File: src/rtl/ika9958_st_gen.sv
// ika9958_st_gen: screen-timing generator (H/V counters, sync, blanking, strobes).
// Define IKA9958_ST_HVADJ_EN to build the signed H/V display-adjust latches.
module ika9958_st_gen #(
    parameter int HW           = 9,
    parameter int VW           = 9,
    parameter int H_TOTAL      = 342,
    parameter int H_ACT_START  = 48,
    parameter int H_ACTIVE     = 256,
    parameter int HS_START     = 0,
    parameter int HS_WIDTH     = 26,
    parameter int V_TOTAL_NTSC = 262,
    parameter int V_TOTAL_PAL  = 313,
    parameter int V_ACT_START  = 16,
    parameter int VS_START     = 0,
    parameter int VS_WIDTH     = 3
) (
    input  logic          i_PHIA,
    input  logic          i_RST,
    input  logic          i_CEN_n,
    input  logic          i_PAL,
    input  logic          i_LN,
    input  logic          i_IL,
    input  logic [3:0]    i_HADJ,
    input  logic [3:0]    i_VADJ,
    output logic [HW-1:0] o_HCNT,
    output logic [VW-1:0] o_VCNT,
    output logic          o_HSYNC_n,
    output logic          o_VSYNC_n,
    output logic          o_HBLANK,
    output logic          o_VBLANK,
    output logic          o_DISP_EN,
    output logic          o_FIELD,
    output logic          o_LINE_START,
    output logic          o_FRAME_START,
    output logic          o_VINT
);

    localparam int AW = ((HW > VW) ? HW : VW) + 1;

    localparam logic [HW-1:0] HLAST = HW'(H_TOTAL - 1);
    localparam logic [VW-1:0] VT_N  = VW'(V_TOTAL_NTSC);
    localparam logic [VW-1:0] VT_P  = VW'(V_TOTAL_PAL);

    localparam logic [AW-1:0] A_HS0  = AW'(H_ACT_START);
    localparam logic [AW-1:0] A_HACT = AW'(H_ACTIVE);
    localparam logic [AW-1:0] A_HSS  = AW'(HS_START);
    localparam logic [AW-1:0] A_HSW  = AW'(HS_WIDTH);
    localparam logic [AW-1:0] A_VS0  = AW'(V_ACT_START);
    localparam logic [AW-1:0] A_VSS  = AW'(VS_START);
    localparam logic [AW-1:0] A_VSW  = AW'(VS_WIDTH);
    localparam logic [AW-1:0] A_L192 = AW'(192);
    localparam logic [AW-1:0] A_L212 = AW'(212);

    // Parameter legality: windows plus worst-case adjust must fit the totals.
    if (H_ACT_START < 8 || H_ACT_START + H_ACTIVE + 7 >= H_TOTAL) begin : g_bad_h
        $error("ika9958_st_gen: illegal horizontal window");
    end
    if (V_ACT_START < 8 || V_ACT_START + 212 + 7 >= V_TOTAL_NTSC ||
        V_ACT_START + 212 + 7 >= V_TOTAL_PAL) begin : g_bad_v
        $error("ika9958_st_gen: illegal vertical window");
    end
    if (H_TOTAL > (1 << HW) || V_TOTAL_NTSC + 1 > (1 << VW) ||
        V_TOTAL_PAL + 1 > (1 << VW)) begin : g_bad_w
        $error("ika9958_st_gen: counter width too small");
    end
    if (HS_START + HS_WIDTH > H_TOTAL ||
        VS_START + VS_WIDTH > V_TOTAL_NTSC) begin : g_bad_s
        $error("ika9958_st_gen: sync outside frame");
    end

    logic [HW-1:0] hcnt_q, hcnt_d;
    logic [VW-1:0] vcnt_q, vcnt_d;
    logic          field_q, field_d;
    logic          pal_q, pal_d;
    logic          ln_q, ln_d;
    logic          il_q, il_d;

    logic          hsync_n_q, hsync_n_d;
    logic          vsync_n_q, vsync_n_d;
    logic          hblank_q, hblank_d;
    logic          vblank_q, vblank_d;
    logic          disp_en_q, disp_en_d;
    logic          line_start_q, line_start_d;
    logic          frame_start_q, frame_start_d;
    logic          vint_q, vint_d;

    logic [AW-1:0] hadj_x;
    logic [AW-1:0] vadj_x;

`ifdef IKA9958_ST_HVADJ_EN
    logic [3:0]    hadj_q, hadj_d;
    logic [3:0]    vadj_q, vadj_d;

    assign hadj_x = {{(AW-4){hadj_d[3]}}, hadj_d};
    assign vadj_x = {{(AW-4){vadj_d[3]}}, vadj_d};
`else
    logic          unused_adj;

    assign unused_adj = ^{i_HADJ, i_VADJ};
    assign hadj_x     = '0;
    assign vadj_x     = '0;
`endif

    logic [VW-1:0] vtot;
    logic          h_wrap;
    logic          f_wrap;

    // Counter, field and mode-latch next state; reset folds in here.
    always_comb begin
        vtot = pal_q ? VT_P : VT_N;
        if (il_q && !field_q) begin
            vtot = vtot + 1'b1;
        end
        h_wrap = (hcnt_q == HLAST);
        f_wrap = h_wrap && (vcnt_q == vtot - 1'b1);

        hcnt_d  = hcnt_q;
        vcnt_d  = vcnt_q;
        field_d = field_q;
        pal_d   = pal_q;
        ln_d    = ln_q;
        il_d    = il_q;
`ifdef IKA9958_ST_HVADJ_EN
        hadj_d  = hadj_q;
        vadj_d  = vadj_q;
`endif

        if (i_RST) begin
            hcnt_d  = '0;
            vcnt_d  = '0;
            field_d = 1'b0;
            pal_d   = i_PAL;
            ln_d    = i_LN;
            il_d    = i_IL;
`ifdef IKA9958_ST_HVADJ_EN
            hadj_d  = i_HADJ;
            vadj_d  = i_VADJ;
`endif
        end else if (!i_CEN_n) begin
            hcnt_d = h_wrap ? '0 : hcnt_q + 1'b1;
            if (h_wrap) begin
                vcnt_d = f_wrap ? '0 : vcnt_q + 1'b1;
`ifdef IKA9958_ST_HVADJ_EN
                hadj_d = i_HADJ;
`endif
            end
            if (f_wrap) begin
                pal_d   = i_PAL;
                ln_d    = i_LN;
                il_d    = i_IL;
                field_d = i_IL & ~field_q;
`ifdef IKA9958_ST_HVADJ_EN
                vadj_d  = i_VADJ;
`endif
            end
        end
    end

    logic [AW-1:0] hx;
    logic [AW-1:0] vx;
    logic [AW-1:0] hs;
    logic [AW-1:0] vs;
    logic [AW-1:0] lines;
    logic [AW-1:0] vend;

    // Decode from next-state counters so outputs line up with o_HCNT/o_VCNT.
    // Window tests use (x - start) < width; x below start wraps to a huge value.
    always_comb begin
        hx    = {{(AW-HW){1'b0}}, hcnt_d};
        vx    = {{(AW-VW){1'b0}}, vcnt_d};
        hs    = A_HS0 + hadj_x;
        vs    = A_VS0 + vadj_x;
        lines = ln_d ? A_L212 : A_L192;
        vend  = vs + lines;

        hblank_d      = !((hx - hs) < A_HACT);
        vblank_d      = !((vx - vs) < lines);
        hsync_n_d     = !((hx - A_HSS) < A_HSW);
        vsync_n_d     = !((vx - A_VSS) < A_VSW);
        disp_en_d     = !hblank_d && !vblank_d;
        line_start_d  = (hcnt_d == '0);
        frame_start_d = line_start_d && (vcnt_d == '0);
        vint_d        = line_start_d && (vx == vend);
    end

    // State and registered decode.
    always_ff @(posedge i_PHIA) begin
        hcnt_q        <= hcnt_d;
        vcnt_q        <= vcnt_d;
        field_q       <= field_d;
        pal_q         <= pal_d;
        ln_q          <= ln_d;
        il_q          <= il_d;
        hsync_n_q     <= hsync_n_d;
        vsync_n_q     <= vsync_n_d;
        hblank_q      <= hblank_d;
        vblank_q      <= vblank_d;
        disp_en_q     <= disp_en_d;
        line_start_q  <= line_start_d;
        frame_start_q <= frame_start_d;
        vint_q        <= vint_d;
    end

`ifdef IKA9958_ST_HVADJ_EN
    // Adjust latches.
    always_ff @(posedge i_PHIA) begin
        hadj_q <= hadj_d;
        vadj_q <= vadj_d;
    end
`endif

    assign o_HCNT        = hcnt_q;
    assign o_VCNT        = vcnt_q;
    assign o_HSYNC_n     = hsync_n_q;
    assign o_VSYNC_n     = vsync_n_q;
    assign o_HBLANK      = hblank_q;
    assign o_VBLANK      = vblank_q;
    assign o_DISP_EN     = disp_en_q;
    assign o_FIELD       = field_q;
    assign o_LINE_START  = line_start_q;
    assign o_FRAME_START = frame_start_q;
    assign o_VINT        = vint_q;

endmodule

File: config.mk
export PLATFORM = sky130hd
export DESIGN_NAME = ika9958_st_gen
export DESIGN_NICKNAME = d
export VERILOG_FILES = /design/src/rtl/ika9958_st_gen.sv
export SDC_FILE = /design/constraint.sdc
export NUM_CORES = 1
export LEC_CHECK = 0
export CAP_MARGIN = 20
export CORE_MARGIN = 1
export CORE_UTILIZATION = 50
export CTS_CLUSTER_DIAMETER = 30
export DETAILED_ROUTE_END_ITERATION = 16
export HOLD_SLACK_MARGIN = 0.02
export PLACE_DENSITY = 0.8
export SKIP_CTS_REPAIR_TIMING = 1
export SLEW_MARGIN = 25
export SYNTH_ARGS = -nofsm -noshare
export SYNTH_HDL_FRONTEND = slang
export SYNTH_SLANG_ARGS = --single-unit
export TNS_END_PERCENT = 10
File: constraint.sdc
create_clock -name i_PHIA -period 4.4 [get_ports i_PHIA]
set_input_delay 0.88 -clock i_PHIA [delete_from_list [all_inputs] [get_ports i_PHIA]]
set_output_delay 0.88 -clock i_PHIA [all_outputs]
set_load 0.01 [all_outputs]
# Word level (Yosys, flattened, before mapping)
# Cells that the tools add are included.
[op_classes]
add_sub_neg = 7
n_lt_le_gt_ge = 4
n_eq_ne = 4
muxes = 19
n_bitwise = 3
n_reduce_logical = 15
[ops]
columns = ["op", "count"]
rows = [
  ["9-bit 2-to-1 mux", 8],
  ["9-bit by 1-bit adder with 9-bit output, second input constant", 3],
  ["9-bit == test", 2],
  ["9-bit logical NOT", 2],
  ["10-bit by 8-bit < comparator with 1-bit output", 1],
  ["10-bit by 9-bit < comparator with 1-bit output, second input constant", 1],
  ["9-bit by 5-bit subtractor with 10-bit output, second input constant", 1],
  ["9-bit by 6-bit subtractor with 10-bit output, second input constant", 1],
  ["5-bit by 8-bit adder with 9-bit output, first input constant", 1],
  ["9-bit == test, second input constant", 1],
  ["9-bit by 2-bit < comparator with 1-bit output, second input constant", 1],
  ["9-bit by 5-bit < comparator with 1-bit output, second input constant", 1],
  ["1-bit 2-to-1 mux", 9],
  ["9-bit by 1-bit subtractor with 9-bit output, second input constant", 1],
  ["6-bit 2-to-1 mux", 1],
  ["1-bit logical AND", 5],
  ["1-bit logical NOT", 5],
  ["5-bit 2-to-1 mux", 1],
  ["2-bit AND reduction", 2],
  ["2-bit inequality test, second input constant", 1],
  ["1-bit inverter", 2],
  ["2-bit nonzero test", 1],
  ["1-bit AND", 1],
]
[totals]
ff_bits = 30
wordCells = 66

# Longest topological paths before layout
[depth]
word_depth = 13
ltp_mapped = 18
ltp_nobuf = 18

# Worst setup path before layout
# Ideal clock, no wire load.
[synth_timing]
kind = "register -> register"
startpoint = "reg field_q, in the netlist o_FIELD"
endpoint = "reg disp_en_q, in the netlist o_DISP_EN"
setup_time_ps = 61
arrival_ps = 3157
required_time_ps = 4339
setup_slack_ps = 1182
path_stages_with_launch = 19
period_less_slack_ps = 3218
cell_sequence = "dfxtp_1 nand2b_1 inv_1 ha_1 xor2_1 nor4b_4 o211ai_4 o21a_1 inv_1 nand2_1 nand2_1 inv_1 ha_1 nand2_1 nor4_1 a21oi_1 o2111ai_1 o31ai_1 and4_1"
[synth_between]
word_cells_on_any_way = 17
cone_classes = "add/sub: 2; order compare: 1; eq/ne: 1; mux: 9; reduce/logical: 4"
[synth_lines]
columns = ["element", "line", "source"]
rows = [
  ["from (decl)", "73", "logic field_q, field_d;"],
  ["from (signal assigned)", "190", "field_q <= field_d;"],
  ["1-bit logical NOT", "111", "if (il_q && !field_q) begin"],
  ["1-bit logical AND", "111", ""],
  ["9-bit 2-to-1 mux", "111", ""],
  ["9-bit by 1-bit subtractor with 9-bit output", "115", "f_wrap = h_wrap && (vcnt_q == vtot - 1'b1);"],
  ["9-bit == test", "115", ""],
  ["1-bit logical AND", "115", ""],
  ["1-bit 2-to-1 mux", "147", "if (f_wrap) begin"],
  ["1-bit 2-to-1 mux", "139", "end else if (!i_CEN_n) begin"],
  ["1-bit 2-to-1 mux", "128", "if (i_RST) begin"],
  ["net ln_d", "75", "logic ln_q, ln_d;"],
  ["5-bit 2-to-1 mux", "173", "lines = ln_d ? A_L212 : A_L192;"],
  ["10-bit by 8-bit < comparator with 1-bit output", "177", "vblank_d = !((vx - vs) < lines);"],
  ["1-bit logical AND", "180", "disp_en_d = !hblank_d && !vblank_d;"],
  ["net disp_en_d", "82", "logic disp_en_q, disp_en_d;"],
  ["to (signal assigned)", "198", "disp_en_q <= disp_en_d;"],
  ["to (decl)", "82", ""],
]
# The timed path passes the listed nets, and every way through them passes these cells.
# A chain may end at the register's enable or synchronous reset.

# Worst setup path after layout
# Same ends and word-level chain as after synthesis.

==> metrics.txt <==
CTS Buf Count=5; syn_nets=225; GRT overflow=0; vias in the first global route=1451; synth warn=0; via count=1620; Tot GR Track Use=23.6%; flops & latches, synth=30; Worst slew margin=68.7%; Slew Limit Fails=0; Avg Synthesized Cell Area=8.78 sq um; Seq/Total Area, Yosys=35.0%; I/O pin count=41; status=finished clean; endpoints failing setup=0; largest net degree at the start of global routing=13; detail-routed via count per cell=5.68; CP Launch Type=flop; Register Area=621 sq um; Pleak=0.898 nW; IO buf count=32; Die Wd=61.5 um; Core Util, Final=65.4%; WL/cell=14.1 um; Cell Pwr Density=240 mW/mm^2; Die Ht=61.5 um; DRT iter0 DRCs=103; row cnt=21; Worst-Skew Late Latency=0.34 ns; maximum vdd drop=0.177 mV; initial core utilization=52.7%; synth unique cells=51; kind of critical path=reg2reg; clock tree from TritonCTS=yes; DP Cell Count=277; n_diodes=0; Max-cap violations=0; DR DRC count=0; number of synthesized flops with an enable pin=2; share of post-route cells with drive strength above 1=7.53%; Fin. Hold Viols=0; antenna violations before repair=0; Final Instance Count excl. Fillers=285; die area=0.00379 sq mm; Final Routed Wirelength=4030 um; CTS H-tree lvls=2; Max FO, Critical Path=8; clk root buf=clkbuf_4; main flop type after synthesis=dfxtp_1; Area Growth Syn to Fin=24.0%; Max clock buf depth=2; Cells after Synth=202; crit path DAT=3.99 ns; clk slew on worst S/H paths=0.09 ns; core area=0.00336 sq mm; area of the multi-input gates=0.00107 sq mm; Final nets=261; Final HPWL DP=2960 um; type of the worst min-delay path=reg2reg; CP required=4.69 ns; Initial DRT Pass Iterations=5; clock skew=0.00689 ns; period utilization=84.2%; Mapped Area=0.00177 sq mm; RePlAce Congestion=0.828; min Tclk post-route=3.70 ns; final-layout fill cell count=298; RSZ-0062 raised after global routing=false; CTS sink cnt=30; Synth async-reset ratio=0%; Fmax=0.270 GHz; post-route ant nets=0; worst-margin pin slew=0.468 ns; Crit. End Element=flop; setup TNS=0 ns; first-pass GRT wire length=6490 um
-- kinds of logic after synthesis --
kind of cell               share of synthesized area [%]
muxes                                               1.20
and+or+nand+nor                                     32.5
DFF                                                 35.0
buffers and inverters                               4.73
adders and majority gates                           6.35
AOI/OAI and AO/OA                                   12.8
xor gates and xnor gates                            7.41
-- worst paths after layout --
check / startpoint / end / slack [ns] / cells after the start
max: o_FIELD / o_DISP_EN / 0.70 / 18
min: ln_q / ln_q / 0.52 / 2
max reg2reg: o_FIELD / o_DISP_EN / 0.70 / 18
min reg2reg: ln_q / ln_q / 0.52 / 2
-- cells in the mapped netlist, types with 2 or more instances --
| cell type | instances | area [sq um] |
|---|---|---|
| nand2b_1 | 4 | 25.0 |
| and4b_1 | 2 | 20.0 |
| clkbuf_1 | 2 | 7.51 |
| nor2b_1 | 5 | 31.3 |
| edfxtp_1 | 2 | 60.1 |
| and2_1 | 4 | 25.0 |
| nor3b_1 | 5 | 37.5 |
| nor4_1 | 3 | 18.8 |
| o21ai_0 | 5 | 25.0 |
| inv_1 | 15 | 56.3 |
| ha_1 | 9 | 113 |
| and3_1 | 6 | 37.5 |
| a31oi_1 | 2 | 12.5 |
| and4_1 | 5 | 43.8 |
| nand2_1 | 18 | 67.6 |
| nand4_1 | 3 | 18.8 |
| and3b_1 | 2 | 17.5 |
| xor2_1 | 7 | 61.3 |
| xnor2_1 | 8 | 70.1 |
| dfxtp_1 | 28 | 561 |
| a21oi_1 | 11 | 55.1 |
| or4_1 | 2 | 15.0 |
| nor2_1 | 17 | 63.8 |
| nand3_1 | 6 | 30.0 |
| o31ai_1 | 2 | 15.0 |
| nor3_1 | 2 | 10.0 |
| nor3b_2 | 2 | 25.0 |
| buf_4 | 2 | 15.0 |
-- report_power, final --
group | leakage [nW] | switching [W] | internal (W) | total [W]
Sequential | 0.247 | 0.00000827 | 0.000283 | 0.000292
Clock | 0.0353 | 0.0000941 | 0.0000773 | 0.000171
Combinational | 0.615 | 0.0000318 | 0.0000323 | 0.0000640
Total | 0.898 | 0.000134 | 0.000393 | 0.000527
-- layout make-up --
cell class | count | area share, %
Inverter | 15 | 2.56
Clock inverter | 1 | 0.228
Multi-Input combinational cell | 152 | 48.6
Tap cell | 46 | 2.62
Timing Repair Buffer | 34 | 15.3
Sequential cell | 30 | 28.2
Clock buffer | 7 | 2.50
-- cell usage in the layout (no fill, tap or decap), drive strengths merged, types with 3 or more instances in the layout --
| master | instances |
|---|---|
| a21oi | 11 |
| nor3b | 7 |
| nand4 | 3 |
| inv | 15 |
| xor2 | 7 |
| dfxtp | 28 |
| xnor2 | 8 |
| and3 | 6 |
| o21ai | 5 |
| and2 | 5 |
| nand2 | 18 |
| nor2 | 17 |
| nand2b | 4 |
| clkdlybuf4s50 | 32 |
| nor2b | 5 |
| nor4 | 3 |
| nand3 | 6 |
| and4 | 5 |
| ha | 9 |
| clkbuf | 7 |
-- sequential cells by signal (all words and copies together), names as in the netlist --
signal,cells
o_HCNT,9
o_HBLANK,1
pal_q,1
o_HSYNC_n,1
o_VSYNC_n,1
o_LINE_START,1
o_DISP_EN,1
o_VINT,1
o_VCNT,9
o_FRAME_START,1
o_VBLANK,1
o_FIELD,1
ln_q,1
il_q,1
-- through the flow --
step | hold slack [ns] | area [sq um] | worst slack, ns | power [W]
after floorplan | 0.471 | 1770 | 1.18 | 0.000334
after global placement | 0.475 | 2140 | 0.678 | 0.000360
after detailed placement | 0.510 | 2140 | 0.560 | 0.000362
after CTS | 0.525 | 2200 | 0.714 | 0.000530
after global routing | 0.554 | 2200 | 0.464 | 0.000551
final | 0.518 | 2200 | 0.695 | 0.000527
-- layer usage --
metal  wire length (um)  GRT usage, %
met1               1790          30.0
met2               1930          37.8
met3                220          4.83
met4                102          12.4
met5                  0             0
-- critical path, cell delays in order, from the launching register on --
cell,delay (ns)
dfxtp_1,0.38
nand2b_1,0.18
inv_1,0.05
ha_1,0.28
xor2_1,0.17
nor4b_4,0.31
o211ai_4,0.19
o21a_1,0.32
inv_1,0.18
nand2_1,0.07
nand2_1,0.11
inv_1,0.05
ha_1,0.29
nand2_1,0.10
nor4_1,0.05
a21oi_1,0.15
o2111ai_1,0.17
o31ai_1,0.37
and4_1,0.25
No activity file was read; power rests on OpenSTA's default activity.
==> variant (same flow settings) <==
Change the parameter `VW` from 9 to 10.
--- a/src/rtl/ika9958_st_gen.sv
+++ b/src/rtl/ika9958_st_gen.sv
@@ -2,7 +2,7 @@
 // Define IKA9958_ST_HVADJ_EN to build the signed H/V display-adjust latches.
 module ika9958_st_gen #(
     parameter int HW           = 9,
-    parameter int VW           = 9,
+    parameter int VW           = 10,
     parameter int H_TOTAL      = 342,
     parameter int H_ACT_START  = 48,
     parameter int H_ACTIVE     = 256,
Ports: changed (resized o_VCNT); port bits go from 41 to 42. The function was not compared with the original's and may differ.
==> variant against the unedited design <==
Design area is 7.6% higher. Setup slack worse by 0.038 ns. Power is 16% higher. Sequential cell count is 1 higher. Synthesized area is 6.6% higher. Wire length is 5.5% lower. Synthesized cell count is 2.5% higher.
==> variant: results (changes against the unedited design) <==
Status
  • Outcome: finished, final reports clean

Detailed routing
  • DR iter-0 viols: 84 (-18%)
  • Drt via density: 5.48 (-3.6%)
  • WL per Instance: 13.1 um (-7.4%)
  • Detailed Routing Iterations Pass 1: 4 (-1)

Worst setup path
  • R2R Path End: o_VINT$_DFF_P_
  • Slowest cell on crit path: clkdlybuf4s50_1
  • Cell family with most CP delay: simple AND/OR/NAND/NOR gates
  • R2R setup slack: 0.99 ns (+0.29 ns)
  • Slowest stage delay, CP: 0.53 ns (+0.15 ns)
  • CP Max Fanout: 14 (+6)
  • Worst setup path startpoint: i_CEN_n
  • Reg2reg path depth: 12 (-6)

Global routing
  • Pin count of the biggest net entering global routing: 17 (+4)
  • First-pass GRT wire length: 6540 um (+0.85%)
  • Vias in the first global route: 1419 (-2.2%)

Clock network
  • CTS root buffer: clkbuf_8
  • Clock latency on the worst-skew pair: 0.29 ns (-0.05 ns)
  • Worst-path clk slew: 0.07 ns (-0.02 ns)

STA
  • Final clock skew: 0.00562 ns (-0.00127 ns)
  • Slew HR: 64.7% (-4.0 points)

Synthesis
  • Syn_nets: 231 (+2.7%)
  • Top cells by count, synth: dfxtp_1 (29), nor2_1 (20), nand2_1 (16)
  • Synth top area cells: dfxtp_1 (31%), ha_1 (6.6%), xnor2_1 (6.0%), nor2_1 (4.0%), xor2_1 (3.7%)
  • Post-synth EDFFs: 2 (unchanged)
  • Mapped Cells: 207 (+2.5%)
  • Post-synthesis sequential area ratio: 33.9% (-1.1 points)

Finish
  • Finished Layout Cells: 291 (+2.1%)
  • # fillers: 284 (-4.7%)
  • Multi-input combinational cell area: 0.00116 mm2 (+8.5%)
  • Layout cells sized above 1: 12.2% (+4.7 points)

Placement
  • Inst Count DP: 283 (+2.2%)
  • DP Area: 0.00225 mm2 (+5.3%)
  • DP HPWL: 2890 um (-2.4%)
  • GPL Wtd Cong: 0.904 (+9.2%)

Pwr
  • Worst vdd ir: 0.198 mV (+12%)
  • Clock power share: 43.8% (+11 points)
  • Leakage power: 0.000873 uW (-2.7%)
==> variant: worst register-to-register path: stages (launching register included) <==
cell and delay (ns):
dfxtp_1 0.35, nand2b_1 0.16, inv_1 0.05, ha_1 0.28
xnor2_1 0.18, o2111ai_2 0.20, a211oi_2 0.27, or2_4 0.27
mux2_2 0.39, ha_1 0.28, nand3_1 0.07, or4_1 0.51
a2111oi_4 0.30
==> variant: layer usage <==
| metal | routed length (um) | vias to the layer above | track usage, % |
|---|---|---|---|
| met3 | 153 | 7 | 5.43 |
| met2 | 1820 | 33 | 35.4 |
| li1 | - | 815 | - |
| met4 | 60 | 0 | 8.52 |
| met1 | 1770 | 740 | 25.4 |
| met5 | 0 | - | 0 |
==> variant: worst min-delay path by stage <==
| stage | end | cells past startpoint | slack, ns | start |
|---|---|---|---|---|
| floorplan | ln_q$_DFF_P_ | 1 | 0.52 | ln_q$_DFF_P_ |
| global placement | ln_q$_DFF_P_ | 1 | 0.54 | ln_q$_DFF_P_ |
| detailed placement | ln_q$_DFF_P_ | 1 | 0.54 | ln_q$_DFF_P_ |
| CTS | ln_q$_DFF_P_ | 1 | 0.56 | ln_q$_DFF_P_ |
| global route | ln_q$_DFF_P_ | 1 | 0.59 | ln_q$_DFF_P_ |
| finish | ln_q$_DFF_P_ | 1 | 0.56 | ln_q$_DFF_P_ |
==> variant: cell type report <==
type                    instances  area share, %
repair buffers                 35           14.6
multi-input cells             158           49.0
clock inverters                 1          0.212
well taps                      46           2.43
inverters                      13           2.06
clock buffers                   7           4.55
flip-flops and latches         31           27.1
==> variant: logic make-up after synthesis <==
family | count (synthesis) | synth area share (%)
xor+xnor | 21 | 9.74
fa+ha+maj | 10 | 6.62
mux | 3 | 1.72
buf+inv | 18 | 4.70
simple gates | 93 | 28.7
compound gates | 31 | 14.6
flops | 31 | 33.9
